==> src/rtl/mem_port_arbiter.sv <==
// mem_port_arbiter
//   Shares one single-ported unified memory between the instruction-fetch (IF)
//   and data-memory (DM) requesters. One transaction is in flight at a time.
//   Each access runs MEM_LAT cycles and returns its data with a one-cycle
//   valid pulse on the owning port.
//
// Optional feature: define ARB_PERF_CNT_EN to add the perf_if_wait,
// perf_dm_wait and perf_conflict counters. They are absent by default.
//
// Ports
//   clk, reset                   clock; synchronous active-low reset
//   if_req/if_addr/if_flush      fetch request, fetch address, discard fetch
//   if_rdata/if_valid/if_stall   fetch data, completion pulse, stall
//   dm_req/dm_we/dm_func3        data request, store enable, access size/sign
//   dm_addr/dm_wdata             data address, store data
//   dm_rdata/dm_valid/dm_stall   load data, completion pulse, stall
//   mem_en/mem_we/mem_func3      memory strobe, write enable, size
//   mem_addr/mem_wdata           memory address and write data
//   mem_rdata                    memory read data
//   perf_* (optional)            wait-cycle and conflict counters
//
// state  | meaning
// IDLE   | accept a request; DM wins unless IF has waited STARVE_MAX grants
// ACCESS | address held; lat_cnt counts down to the data-capture cycle
// RESP   | owner's valid pulses for one cycle, then back to IDLE
module mem_port_arbiter #(
  parameter int ADDR_W     = 32,
  parameter int DATA_W     = 32,
  parameter int MEM_LAT    = 2,
  parameter int STARVE_MAX = 4
) (
  input  logic              clk,
  input  logic              reset,
  input  logic              if_req,
  input  logic [ADDR_W-1:0] if_addr,
  input  logic              if_flush,
  output logic [DATA_W-1:0] if_rdata,
  output logic              if_valid,
  output logic              if_stall,
  input  logic              dm_req,
  input  logic              dm_we,
  input  logic [2:0]        dm_func3,
  input  logic [ADDR_W-1:0] dm_addr,
  input  logic [DATA_W-1:0] dm_wdata,
  output logic [DATA_W-1:0] dm_rdata,
  output logic              dm_valid,
  output logic              dm_stall,
  output logic              mem_en,
  output logic              mem_we,
  output logic [2:0]        mem_func3,
  output logic [ADDR_W-1:0] mem_addr,
  output logic [DATA_W-1:0] mem_wdata,
  input  logic [DATA_W-1:0] mem_rdata
`ifdef ARB_PERF_CNT_EN
  ,
  output logic [31:0]       perf_if_wait,
  output logic [31:0]       perf_dm_wait,
  output logic [31:0]       perf_conflict
`endif
);

  typedef enum logic [1:0] {IDLE = 2'd0, ACCESS = 2'd1, RESP = 2'd2} state_t;

  localparam logic [3:0] LAT_INIT   = 4'(MEM_LAT - 1);
  localparam logic [3:0] STARVE_LIM = 4'(STARVE_MAX);

  state_t              state_q, state_d;
  logic                owner_q, owner_d;       // 0 = IF, 1 = DM
  logic [3:0]          lat_cnt_q, lat_cnt_d;
  logic [3:0]          starve_cnt_q, starve_cnt_d;
  logic                flush_q, flush_d;
  logic                mem_en_q, mem_en_d;
  logic                mem_we_q, mem_we_d;
  logic [2:0]          mem_func3_q, mem_func3_d;
  logic [ADDR_W-1:0]   mem_addr_q, mem_addr_d;
  logic [DATA_W-1:0]   mem_wdata_q, mem_wdata_d;
  logic [DATA_W-1:0]   if_rdata_q, if_rdata_d;
  logic [DATA_W-1:0]   dm_rdata_q, dm_rdata_d;
  logic                if_valid_q, if_valid_d;
  logic                dm_valid_q, dm_valid_d;
  logic                grant_dm, grant_if;

  // DM has priority, but only while IF has not been passed over STARVE_MAX times.
  assign grant_dm = dm_req && (!if_req || (starve_cnt_q < STARVE_LIM));
  assign grant_if = !grant_dm && if_req && !if_flush;

  always_comb begin
    state_d      = state_q;
    owner_d      = owner_q;
    lat_cnt_d    = lat_cnt_q;
    starve_cnt_d = starve_cnt_q;
    flush_d      = flush_q;
    mem_en_d     = 1'b0;
    mem_we_d     = mem_we_q;
    mem_func3_d  = mem_func3_q;
    mem_addr_d   = mem_addr_q;
    mem_wdata_d  = mem_wdata_q;
    if_rdata_d   = if_rdata_q;
    dm_rdata_d   = dm_rdata_q;
    if_valid_d   = 1'b0;
    dm_valid_d   = 1'b0;
    case (state_q)
      IDLE: begin
        flush_d = 1'b0;
        if (grant_dm) begin
          owner_d     = 1'b1;
          mem_we_d    = dm_we;
          mem_func3_d = dm_func3;
          mem_addr_d  = dm_addr;
          mem_wdata_d = dm_wdata;
          lat_cnt_d   = LAT_INIT;
          mem_en_d    = 1'b1;
          state_d     = ACCESS;
          if (if_req && (starve_cnt_q != STARVE_LIM))
            starve_cnt_d = starve_cnt_q + 4'd1;
        end else if (grant_if) begin
          owner_d      = 1'b0;
          mem_we_d     = 1'b0;
          mem_func3_d  = 3'b010;
          mem_addr_d   = if_addr;
          mem_wdata_d  = '0;
          lat_cnt_d    = LAT_INIT;
          mem_en_d     = 1'b1;
          state_d      = ACCESS;
          starve_cnt_d = 4'd0;
        end
      end
      ACCESS: begin
        if (!owner_q && if_flush) flush_d = 1'b1;
        if (lat_cnt_q == 4'd0) begin
          state_d = RESP;
          if (owner_q) begin
            dm_valid_d = 1'b1;
            if (!mem_we_q) dm_rdata_d = mem_rdata;
          end else if (!(flush_q || if_flush)) begin
            // A flushed fetch still completes at the memory; its data is dropped.
            if_valid_d = 1'b1;
            if_rdata_d = mem_rdata;
          end
        end else begin
          lat_cnt_d = lat_cnt_q - 4'd1;
        end
      end
      RESP: begin
        flush_d = 1'b0;
        state_d = IDLE;
      end
      default: state_d = IDLE;
    endcase
  end

  always_ff @(posedge clk) begin
    if (!reset) begin
      state_q      <= IDLE;
      owner_q      <= 1'b0;
      lat_cnt_q    <= 4'd0;
      starve_cnt_q <= 4'd0;
      flush_q      <= 1'b0;
      mem_en_q     <= 1'b0;
      mem_we_q     <= 1'b0;
      mem_func3_q  <= 3'b000;
      mem_addr_q   <= '0;
      mem_wdata_q  <= '0;
      if_rdata_q   <= '0;
      dm_rdata_q   <= '0;
      if_valid_q   <= 1'b0;
      dm_valid_q   <= 1'b0;
    end else begin
      state_q      <= state_d;
      owner_q      <= owner_d;
      lat_cnt_q    <= lat_cnt_d;
      starve_cnt_q <= starve_cnt_d;
      flush_q      <= flush_d;
      mem_en_q     <= mem_en_d;
      mem_we_q     <= mem_we_d;
      mem_func3_q  <= mem_func3_d;
      mem_addr_q   <= mem_addr_d;
      mem_wdata_q  <= mem_wdata_d;
      if_rdata_q   <= if_rdata_d;
      dm_rdata_q   <= dm_rdata_d;
      if_valid_q   <= if_valid_d;
      dm_valid_q   <= dm_valid_d;
    end
  end

  // A flush arriving in the RESP cycle itself still kills the fetch pulse.
  assign if_valid  = if_valid_q && !if_flush;
  assign dm_valid  = dm_valid_q;
  assign if_rdata  = if_rdata_q;
  assign dm_rdata  = dm_rdata_q;
  assign if_stall  = if_req && !if_valid;
  assign dm_stall  = dm_req && !dm_valid_q;
  assign mem_en    = mem_en_q;
  assign mem_we    = mem_we_q;
  assign mem_func3 = mem_func3_q;
  assign mem_addr  = mem_addr_q;
  assign mem_wdata = mem_wdata_q;

`ifdef ARB_PERF_CNT_EN
  logic [31:0] perf_if_wait_q, perf_if_wait_d;
  logic [31:0] perf_dm_wait_q, perf_dm_wait_d;
  logic [31:0] perf_conflict_q, perf_conflict_d;

  always_comb begin
    perf_if_wait_d  = perf_if_wait_q + {31'd0, if_stall};
    perf_dm_wait_d  = perf_dm_wait_q + {31'd0, dm_stall};
    perf_conflict_d = perf_conflict_q +
                      {31'd0, (state_q == IDLE) && if_req && dm_req};
  end

  always_ff @(posedge clk) begin
    if (!reset) begin
      perf_if_wait_q  <= 32'd0;
      perf_dm_wait_q  <= 32'd0;
      perf_conflict_q <= 32'd0;
    end else begin
      perf_if_wait_q  <= perf_if_wait_d;
      perf_dm_wait_q  <= perf_dm_wait_d;
      perf_conflict_q <= perf_conflict_d;
    end
  end

  assign perf_if_wait  = perf_if_wait_q;
  assign perf_dm_wait  = perf_dm_wait_q;
  assign perf_conflict = perf_conflict_q;
`endif

endmodule

==> config.mk <==
export PLATFORM = sky130hd
export DESIGN_NAME = mem_port_arbiter
export DESIGN_NICKNAME = d
export VERILOG_FILES = /design/src/rtl/mem_port_arbiter.sv
export SDC_FILE = /design/constraint.sdc
export NUM_CORES = 1
export LEC_CHECK = 0
export CAP_MARGIN = 30
export CORE_UTILIZATION = 45
export DETAILED_ROUTE_END_ITERATION = 8
export PLACE_DENSITY = 0.87
export SYNTH_ARGS = -nofsm -noshare
export SYNTH_HDL_FRONTEND = slang
export SYNTH_SLANG_ARGS = --single-unit
==> constraint.sdc <==
create_clock -name clk -period 3.3 [get_ports clk]
set_clock_uncertainty 0.2 [all_clocks]
set_input_delay 0.99 -clock clk [delete_from_list [all_inputs] [get_ports clk]]
set_output_delay 0.99 -clock clk [all_outputs]
set_load 0.005 [all_outputs]
==> results of run 1 <==
## metrics by stage
| stage | setup WS (ns) | total power [mW] |
|---|---|---|
| after global routing | 0.127 | 4.85 |
| final | 0.162 | 4.68 |
| after detailed placement | -0.109 | 2.83 |
| after CTS | 0.162 | 4.71 |
| after floorplan | 0.703 | 2.36 |
| after global placement | -0.134 | 2.80 |
## critical path, cell delays in order
cell and delay, ns:
clkdlybuf4s50_1 0.52, inv_1 0.08, nor2_1 0.10, dlygate4sd2_1 0.26
## final cells by class
class / instances / area [um^2] / area share, %
Sequential cell: 147 / 2940 / 31.8
Clock inverter: 9 / 106 / 1.15
Clock buffer: 20 / 467 / 5.04
Timing Repair Buffer: 287 / 2870 / 30.9
Inverter: 7 / 26.3 / 0.284
Multi-Input combinational cell: 362 / 2640 / 28.5
Tap cell: 172 / 215 / 2.32
## kinds of logic after synthesis
family / count (synthesis)
AND/OR/NAND/NOR: 206
flip-flops: 147
AO/OA/AOI/OAI: 87
multiplexers: 65
buffers and inverters: 59
adder cells (fa/ha/maj): 4
## metal layers
metal  share of wire [%]  wire length [um]
met5               0.098                18
met4                 2.4               448
met3                  11              2110
met2                  48              8880
met1                  38              6890
## sequential cells by signal, indices dropped and copies added (netlist names)
| register | cells |
|---|---|
| dm_rdata | 32 |
| dm_valid | 1 |
| flush_q | 1 |
| if_rdata | 32 |
| if_valid_q | 1 |
| lat_cnt_q | 4 |
| mem_addr | 32 |
| mem_en | 1 |
| mem_func3 | 3 |
| mem_wdata | 32 |
| mem_we | 1 |
| owner_q | 1 |
| starve_cnt_q | 4 |
| state_q | 2 |
## report_power, final
| group | switching (mW) | total, mW | internal (mW) |
|---|---|---|---|
| combinational | 0.328 | 0.819 | 0.491 |
| sequential | 0.0816 | 1.98 | 1.90 |
| clock | 0.722 | 1.88 | 1.16 |
## cells in the final DEF, fill, tap and decap left out, drive strengths merged, types with 2 or more instances in the layout
cell and count:
nor3b 6, and2 2, bufinv 2, o32ai 2, inv 8, ha 4, dlygate4sd2 3, dfxtp 147
a21boi 2, mux2i 65, clkbuf 20, buf 15, or3 2, nor2b 5, nor2 10, a21oi 2
clkinvlp 3, a22o 35, o21ai 3, and3 35, clkinv 3, nand3 2, o21a 2, nand2 104
nand4b 2, and4 32, clkdlybuf4s50 269, a221o 32
## worst max-delay path by stage
stage | slack (ns) | cells after the start | from | endpoint
after detailed placement | -0.11 | 4 | if_flush | if_stall
final | 0.16 | 4 | dm_req | dm_stall
after CTS | 0.16 | 4 | if_flush | if_stall
after global placement | -0.13 | 4 | if_flush | if_stall
after floorplan | 0.70 | 3 | dm_req | dm_stall
after global routing | 0.13 | 4 | if_flush | if_stall
==> reports/metrics.cfg, run 1 <==
[clock_tree]
cts_buffer_depth = 2
cts_num_sinks = 147
cts_repair_resize_count = 3
tritoncts.num_buffers = 17
path_clk_slew_ns = 0.06
clock_latency_ns = 0.41
cts_root_buffer = clkbuf_16
cts-htree-levels = 4
cts_hold_buf = 0
cts.repair_timing.setup_buffer_count = 0
clock_tree_from_tritoncts = yes

[synth]
synth_area_per_cell_um2 = 10.3
synth_top_area_share_pct = 50.1
asyncSetResetFlopFracSynth_pct = 0
synth_nets = 709
seq_area_frac_synth_pct = 50.1
mappedNetlistArea_mm2 = 0.00588
netlist.top_cell.by_area = dfxtp_1
edff_count_synth = 0
yosys-mux-area-fraction_pct = 11.1
synth_top_family_by_area = simple AND/OR/NAND/NOR gates
synth_compound_gate_area_share_pct = 13.7
synthAdderAreaFrac_pct = 0.851
synth.top_cells.by_count = 147 x dfxtp_1, 104 x nand2_1, 65 x mux2i_1
ys_dominant_reg_cell = dfxtp_1
ys_warn_count = 0
cell_with_the_most_instances_after_synthesis = dfxtp_1
synth.top_cells.by_area = dfxtp_1 50%, mux2i_1 11%, nand2_1 6.6%, a221o_1 5.4%, a22o_1 5.2%
total_of_flip_flops_plus_latches_after_synthesis = 147
yosysUniqueCellTypes = 44
syn-instance-count = 568
synthSimpleGateAreaFrac_pct = 19.2
post_synth_xor_area_fraction_pct = 0

[hold_path]
hp-class = reg -> reg
hold_depth = 2
min-delay-start = dm_rdata[13]
min_to = dm_rdata[13]

[sta]
worst_pin_slew_ns = 0.924
timing_max_transition_violations_final = 0
totalNegativeSetupSlack_ns = 0
finalHoldViolCount = 0
timing.slew.headroom_pct = 38.4
finalCritPeriodShare_pct = 95.1
max_freq_ghz = 0.319
grt_setup_unrepaired = no
final.min_clock_period_ns = 3.14
final-setup-viol-count = 0
fin_worst_hold_slack_ns = 0.260

[die]
initial_utilization_pct = 46.4
floorplan.die.width_um = 116
die_area_mm2 = 0.0135
placementRows = 41
die_height_um = 116
core_mm2 = 0.0127
ios = 274

[route]
num_vias = 5411
vias_per_cell = 5.39
drc = 0
detailedRoute.firstIterationViolations = 432
routed_wirelength_mm = 18.3
drt-pass1-iter-count = 6
detail-route-antenna-nets = 0
routed_wire_length_per_instance_um = 18.3

[cells_and_area]
area_growth_pct = 57.6
nFillCells = 905
fin_area_mm2 = 0.00927
final_nets = 963
diodes = 0
drive_gt1_share_pct = 6.37
finish.utilization_pct = 73.1
instances_no_fill = 1004

[setup_path]
timing.setup.critical_path_class = in -> out
cp.required_ns = 2.11
worst-r2r-cell-count = 6
regToRegStartpoint = lat_cnt_q[0]
setup.worst_path.start_class = input port
ff2ff_setup_slack_ns = 1.15
critical_path.reg2reg.endpoint = dm_rdata[1]
largest_driver_fanout_on_the_critical_path = 2
cp.arrival_ns = 1.95
endpoint_kind = primary output

[placed_design]
gp_congestion = 0.785
cell_area_placed_mm2 = 0.00870
port_buffers = 273
dp_hpwl_mm = 12.5
cell_count_after_placement = 975

[grt]
grt_antenna_before_repair = 1
grt_max_degree = 101
use_met2_pct = 45.7
global_route_wire_length_before_repair_mm = 27.6
grt_usage_pct = 26.5
vias_in_the_first_global_route = 5455
groute.layer.met3.usage_pct = 12.4
grtUsageMet1_pct = 27.9
global_route_overflow = 0
globalRoute.busiestLayer = met2

[status]
status = complete, no violations

[run]
timing.max_cap.violations = 0

[pwr]
power-per-cell-area_mw_per_mm2 = 505
power.leakage_nw = 4.06
peakVddDrop_mv = 0.363

Power figures use the tool's default switching activity.
==> run 2, diff against run 1 <==
- GPL_TIMING_DRIVEN: not set -> 0
==> run 2 against run 1 <==
  * Sequential share of layout area fell by 0.63 points
  * Flip-flop and latch count did not move
  * Register-to-register slack got worse by 0.13 ns
  * Critical path depth fell by 1
  * Total power rose by 4.1%
  * Maximum frequency fell by 2.4%
  * Cell area rose by 2.0%
  * Via count rose by 4.0%
  * Global-route usage rose by 1.9 points
  * Worst setup slack got worse by 0.077 ns
  * Clock power rose by 9%
  * Final cell count rose by 4.0%
  * Critical path type unchanged
  * Critical endpoint is now if_stall
  * Largest cell class is now buffers
==> reports/metrics.cfg, run 2 (synthesis results as in run 1) <==
[clock_tree]
cts_buffer_depth = 2  ; unchanged
clock_latency_ns = 0.42  ; about the same
path_clk_slew_ns = 0.06  ; about the same
clock_tree_from_tritoncts = yes
cts-htree-levels = 4  ; unchanged
tritoncts.num_buffers = 17  ; unchanged
cts_root_buffer = clkbuf_16
cts_num_sinks = 147  ; unchanged
cts_hold_buf = 0  ; unchanged

[grt]
vias_in_the_first_global_route = 5832  ; +6.9%
grt_max_degree = 17  ; -83%
grt_antenna_before_repair = 0  ; -1
grt_usage_pct = 28.5  ; +1.9 points
global_route_wire_length_before_repair_mm = 29.3  ; +6.1%
global_route_overflow = 0  ; unchanged

[placed_design]
gp_congestion = 0.858  ; +9.3%
port_buffers = 272  ; -0.37%
dp_hpwl_mm = 14.3  ; +14%

[pwr]
peakVddDrop_mv = 0.336  ; -7.5%
power.leakage_nw = 4.14  ; +1.9%
finalPower_mw = 4.87  ; +4.1%
power-per-cell-area_mw_per_mm2 = 516  ; +2.1%

[route]
routed_wirelength_mm = 19.6  ; +7.0%
drt-pass1-iter-count = 5  ; -1
num_vias = 5627  ; +4.0%
drc = 0  ; unchanged
vias_per_cell = 5.39  ; about the same
detail-route-antenna-nets = 0  ; unchanged
routed_wire_length_per_instance_um = 18.8  ; +2.9%
detailedRoute.firstIterationViolations = 351  ; -19%

[die]
core_mm2 = 0.0127  ; unchanged
initial_utilization_pct = 46.4  ; unchanged
ios = 274  ; unchanged
placementRows = 41  ; unchanged
floorplan.die.width_um = 116  ; unchanged
die_height_um = 116  ; unchanged
die_area_mm2 = 0.0135  ; unchanged

[sta]
final-setup-viol-count = 0  ; unchanged
timing_max_transition_violations_final = 0  ; unchanged
final.min_clock_period_ns = 3.21  ; +0.0766 ns
worst_pin_slew_ns = 0.620  ; -0.304 ns
timing.slew.headroom_pct = 58.6  ; +20 points
finalCritPeriodShare_pct = 97.4  ; +2.3 points
max_freq_ghz = 0.311  ; -2.4%
grt_setup_unrepaired = no
totalNegativeSetupSlack_ns = 0  ; unchanged
finalHoldViolCount = 0  ; unchanged

[setup_path]
slowest_stage = clkdlybuf4s50_1
endpoint_kind = primary output
max_stage_delay_ns = 0.52  ; about the same
cp.buffers_inverters = 2  ; -1
cp.required_ns = 2.11  ; about the same
cp.arrival_ns = 2.02  ; +0.07 ns
critical_path.cell_chain = dlygate4sd2_1, nor2b_1, clkdlybuf4s50_1
regToRegStartpoint = lat_cnt_q[0]
timing.setup.critical_path_class = in -> out
worst_setup_path_start = if_req
setup.worst_path.start_class = input port
timing.critical_path.max_delay_family = buffers and inverters
largest_driver_fanout_on_the_critical_path = 7  ; +5

[cells_and_area]
final_nets = 1000  ; +3.8%
drive_gt1_share_pct = 7.22  ; +0.85 points
layout.cells.most_common_list = 268 x clkdlybuf4s50_1, 147 x dfxtp_1, 104 x nand2_1
mostFrequentLayoutCell = clkdlybuf4s50_1
diodes = 0  ; unchanged
area_growth_pct = 60.8

[hold_path]
min-delay-start = if_rdata[15]
hp-class = reg -> reg

[run]
timing.max_cap.violations = 0  ; unchanged

[status]
status = complete, no violations

-- run 2: cell types whose count changed in the layout (fill, tap and decap cells not counted), moves of 2 or more --
cell | previous run | this run
clkinv_4 | 0 | 3
buf_2 | 1 | 14
bufinv_16 | 2 | 4
buf_6 | 0 | 8
clkbuf_1 | 0 | 31
clkdlybuf4s15_2 | 0 | 2
buf_12 | 3 | 0
buf_4 | 11 | 0
-- run 2: path summary, 6_finish.rpt --
kind                        to  slack [ns]  cells past startpoint
setup / recovery      if_stall        0.09                      3
hold / removal    if_rdata[15]        0.26                      2
setup reg to reg  dm_rdata[30]        1.02                      6
hold reg to reg   if_rdata[15]        0.26                      2
-- run 2: through the flow --
step | cell area [um^2] | setup WS (ns) | std cells | hold WS [ns] | utilization [%]
CTS | 9450 | 0.0520 | 1044 | 0.258 | 74.6
global route | 9450 | 0.0125 | 1044 | 0.275 | 74.6
finish | 9450 | 0.0854 | 1044 | 0.257 | 74.6
detailed placement | 8820 | -0.621 | 1012 | 0.251 | 69.6
floorplan | 5880 | 0.703 | 568 | 0.238 | -
global placement | 8820 | -0.603 | 1012 | 0.244 | 69.6
-- run 2: tightest hold or removal path, delay by kind of cell (launching register included) --
family / cells / cell delay (ns)
mux: 1 / 0.05
simple gates: 1 / 0.05
flops: 1 / 0.30
-- run 2: power by group --
group	internal, mW	switching [mW]	leakage, nW
Clock	1.29	0.757	0.301
Sequential	1.90	0.0734	1.20
Combinational	0.502	0.354	2.64
-- run 2: metal layers --
layer	GRT usage [%]	wire [um]	up-vias
met5	0	0	-
met2	50.8	9860	252
met4	12.2	499	0
met3	12.1	1980	39
li1	-	-	2659
met1	28.9	7290	2677
-- run 2: layout make-up --
class / instances / area [um^2]
clock inverter: 12 / 180
clock buffer: 20 / 447
sequential: 147 / 2940
buffer: 52 / 283
inverter: 7 / 26.3
timing repair buffer: 272 / 2720
tap: 172 / 215
multi-input combinational: 362 / 2640
fill: 858 / 3220
-- run 2: timing repair --
item	CTS	global route
setup buffers	0	0
resized for setup	11	0
setup endpoints to repair	3	0
==> run 3, diff against run 2 <==
==> constraint.sdc (replaced) <==
create_clock -name clk -period 3.3 [get_ports clk]
set_clock_uncertainty 0.2 [all_clocks]
set_input_delay 0.99 -clock clk [delete_from_list [all_inputs] [get_ports clk]]
set_output_delay 0.99 -clock clk [all_outputs]
set_load 0.01 [all_outputs]
==> run 3 against run 2 <==
  * Cell area barely moved
  * Largest power group unchanged
  * Non-clock buffer count did not move
  * Highest routed layer unchanged
  * Largest cell class unchanged
  * Register-to-register slack barely moved
  * Core utilization barely moved
  * Total power rose by 0.90%
  * Critical path type unchanged
  * Critical endpoint unchanged
  * Final cell count did not move
  * Worst setup slack got worse by 0.021 ns
  * Count of clock-buffer cells in the layout did not move
  * Sequential power barely moved
==> reports/metrics.cfg, run 3 (synthesis results as in run 1) <==
[cells_and_area]
area_growth_pct = 60.8  ; about the same
final_nets = 1000  ; unchanged
mostFrequentLayoutCell = clkdlybuf4s50_1
layout.cells.most_common_list = 268 x clkdlybuf4s50_1, 147 x dfxtp_1, 104 x nand2_1
diodes = 0  ; unchanged
drive_gt1_share_pct = 7.11  ; -0.11 points

[pwr]
power-per-cell-area_mw_per_mm2 = 520  ; +0.92%
finalPower_mw = 4.92  ; +0.90%
peakVddDrop_mv = 0.336  ; about the same
power.leakage_nw = 4.14  ; about the same

[route]
num_vias = 5634  ; +0.12%
drc = 0  ; unchanged
detail-route-antenna-nets = 0  ; unchanged
routed_wire_length_per_instance_um = 18.8  ; +0.15%
vias_per_cell = 5.40  ; +0.12%
routed_wirelength_mm = 19.7  ; +0.15%
drt-pass1-iter-count = 4  ; -1
detailedRoute.firstIterationViolations = 326  ; -7.1%

[clock_tree]
cts-htree-levels = 4  ; unchanged
cts_root_buffer = clkbuf_16
cts_num_sinks = 147  ; unchanged
clock_latency_ns = 0.42  ; about the same
tritoncts.num_buffers = 17  ; unchanged
clock_tree_from_tritoncts = yes
path_clk_slew_ns = 0.06  ; about the same
cts_repair_resize_count = 9  ; -2
cts_buffer_depth = 2  ; unchanged
cts_hold_buf = 0  ; unchanged
cts.repair_timing.setup_buffer_count = 0  ; unchanged

[die]
placementRows = 41  ; unchanged
initial_utilization_pct = 46.4  ; unchanged
die_height_um = 116  ; unchanged
core_mm2 = 0.0127  ; unchanged
floorplan.die.width_um = 116  ; unchanged
ios = 274  ; unchanged
die_area_mm2 = 0.0135  ; unchanged

[setup_path]
endpoint_kind = primary output
slowest_stage = clkdlybuf4s50_1
timing.setup.critical_path_class = in -> out
max_stage_delay_ns = 0.56  ; +0.04 ns
cp.required_ns = 2.11  ; about the same
setup.worst_path.start_class = input port
critical_path.cell_chain = clkdlybuf4s15_2, nor2b_1, nor2b_1, clkdlybuf4s50_1
cp.arrival_ns = 2.05  ; +0.03 ns
timing.critical_path.mode_cell = nor2b_1
largest_driver_fanout_on_the_critical_path = 7  ; unchanged

[status]
status = complete, no violations

[sta]
finalHoldViolCount = 0  ; unchanged
timing_max_transition_violations_final = 0  ; unchanged
grt_setup_unrepaired = no
max_freq_ghz = 0.309  ; -0.65%
final.min_clock_period_ns = 3.24  ; +0.0210 ns
timing.slew.headroom_pct = 58.8  ; +0.11 points
final-setup-viol-count = 0  ; unchanged
finalCritPeriodShare_pct = 98.0  ; +0.64 points
worst_pin_slew_ns = 0.619  ; -0.00163 ns
worst_slack_ns = 0.0644  ; -0.0210 ns

[placed_design]
dp_hpwl_mm = 14.3  ; unchanged
port_buffers = 272  ; unchanged
gp_congestion = 0.858  ; unchanged
dp_slack_ns = -0.655  ; -0.0340 ns

[grt]
grt_antenna_before_repair = 0  ; unchanged
grt_max_degree = 17  ; unchanged
global_route_overflow = 0  ; unchanged
grt_usage_pct = 28.5  ; about the same
global_route_wire_length_before_repair_mm = 29.3  ; about the same
vias_in_the_first_global_route = 5832  ; unchanged

[hold_path]
hp-class = reg -> reg

[run]
timing.max_cap.violations = 0  ; unchanged

==> run 3: per-stage QoR <==
step	hold slack, ns	cells	setup TNS [ns]	cell area [um^2]	utilization [%]
6_report	0.257	1044	0	9450	74.6
5_1_grt	0.275	1044	0	9450	74.6
4_1_cts	0.258	1044	0	9450	74.6
3_5_place_dp	0.251	1012	-1.30	8820	69.6
3_3_place_gp	0.244	1012	-1.33	8820	69.6
2_1_floorplan	0.238	568	0	5880	-
==> run 3: area by class of cell <==
type / instances / area, um^2
Inverter: 7 / 26.3
Buffer: 52 / 283
Tap cell: 172 / 215
Multi-Input combinational cell: 362 / 2640
Clock buffer: 20 / 447
Timing Repair Buffer: 272 / 2720
Fill cell: 857 / 3220
Clock inverter: 12 / 180
Sequential cell: 147 / 2940
==> run 3: power by group <==
part           internal, mW  switching, mW  leakage (nW)  total [mW]
sequential             1.90         0.0733          1.20        1.97
clock                  1.29          0.757         0.301        2.04
combinational         0.504          0.397          2.64       0.901
total                  3.69           1.23          4.14        4.92
==> run 3: routing by layer <==
layer / track usage, % / routed length [um]
met5: 0 / 0
met4: 12.2 / 499
met3: 12.1 / 1970
met2: 50.8 / 9870
met1: 29.0 / 7310
==> run 3: final timing paths <==
check | cells past startpoint | start | endpoint | slack [ns]
setup / recovery | 4 | if_flush | if_stall | 0.06
hold reg to reg | 2 | if_rdata[15] | if_rdata[15] | 0.26
setup reg to reg | 6 | lat_cnt_q[0] | dm_rdata[30] | 1.02
hold / removal | 2 | if_rdata[15] | if_rdata[15] | 0.26
==> run 3: worst max-delay path: cells and delay by family <==
| kind | cells | cell delay, ns |
|---|---|---|
| buffers and inverters | 2 | 0.85 |
| AND/OR/NAND/NOR | 2 | 0.20 |
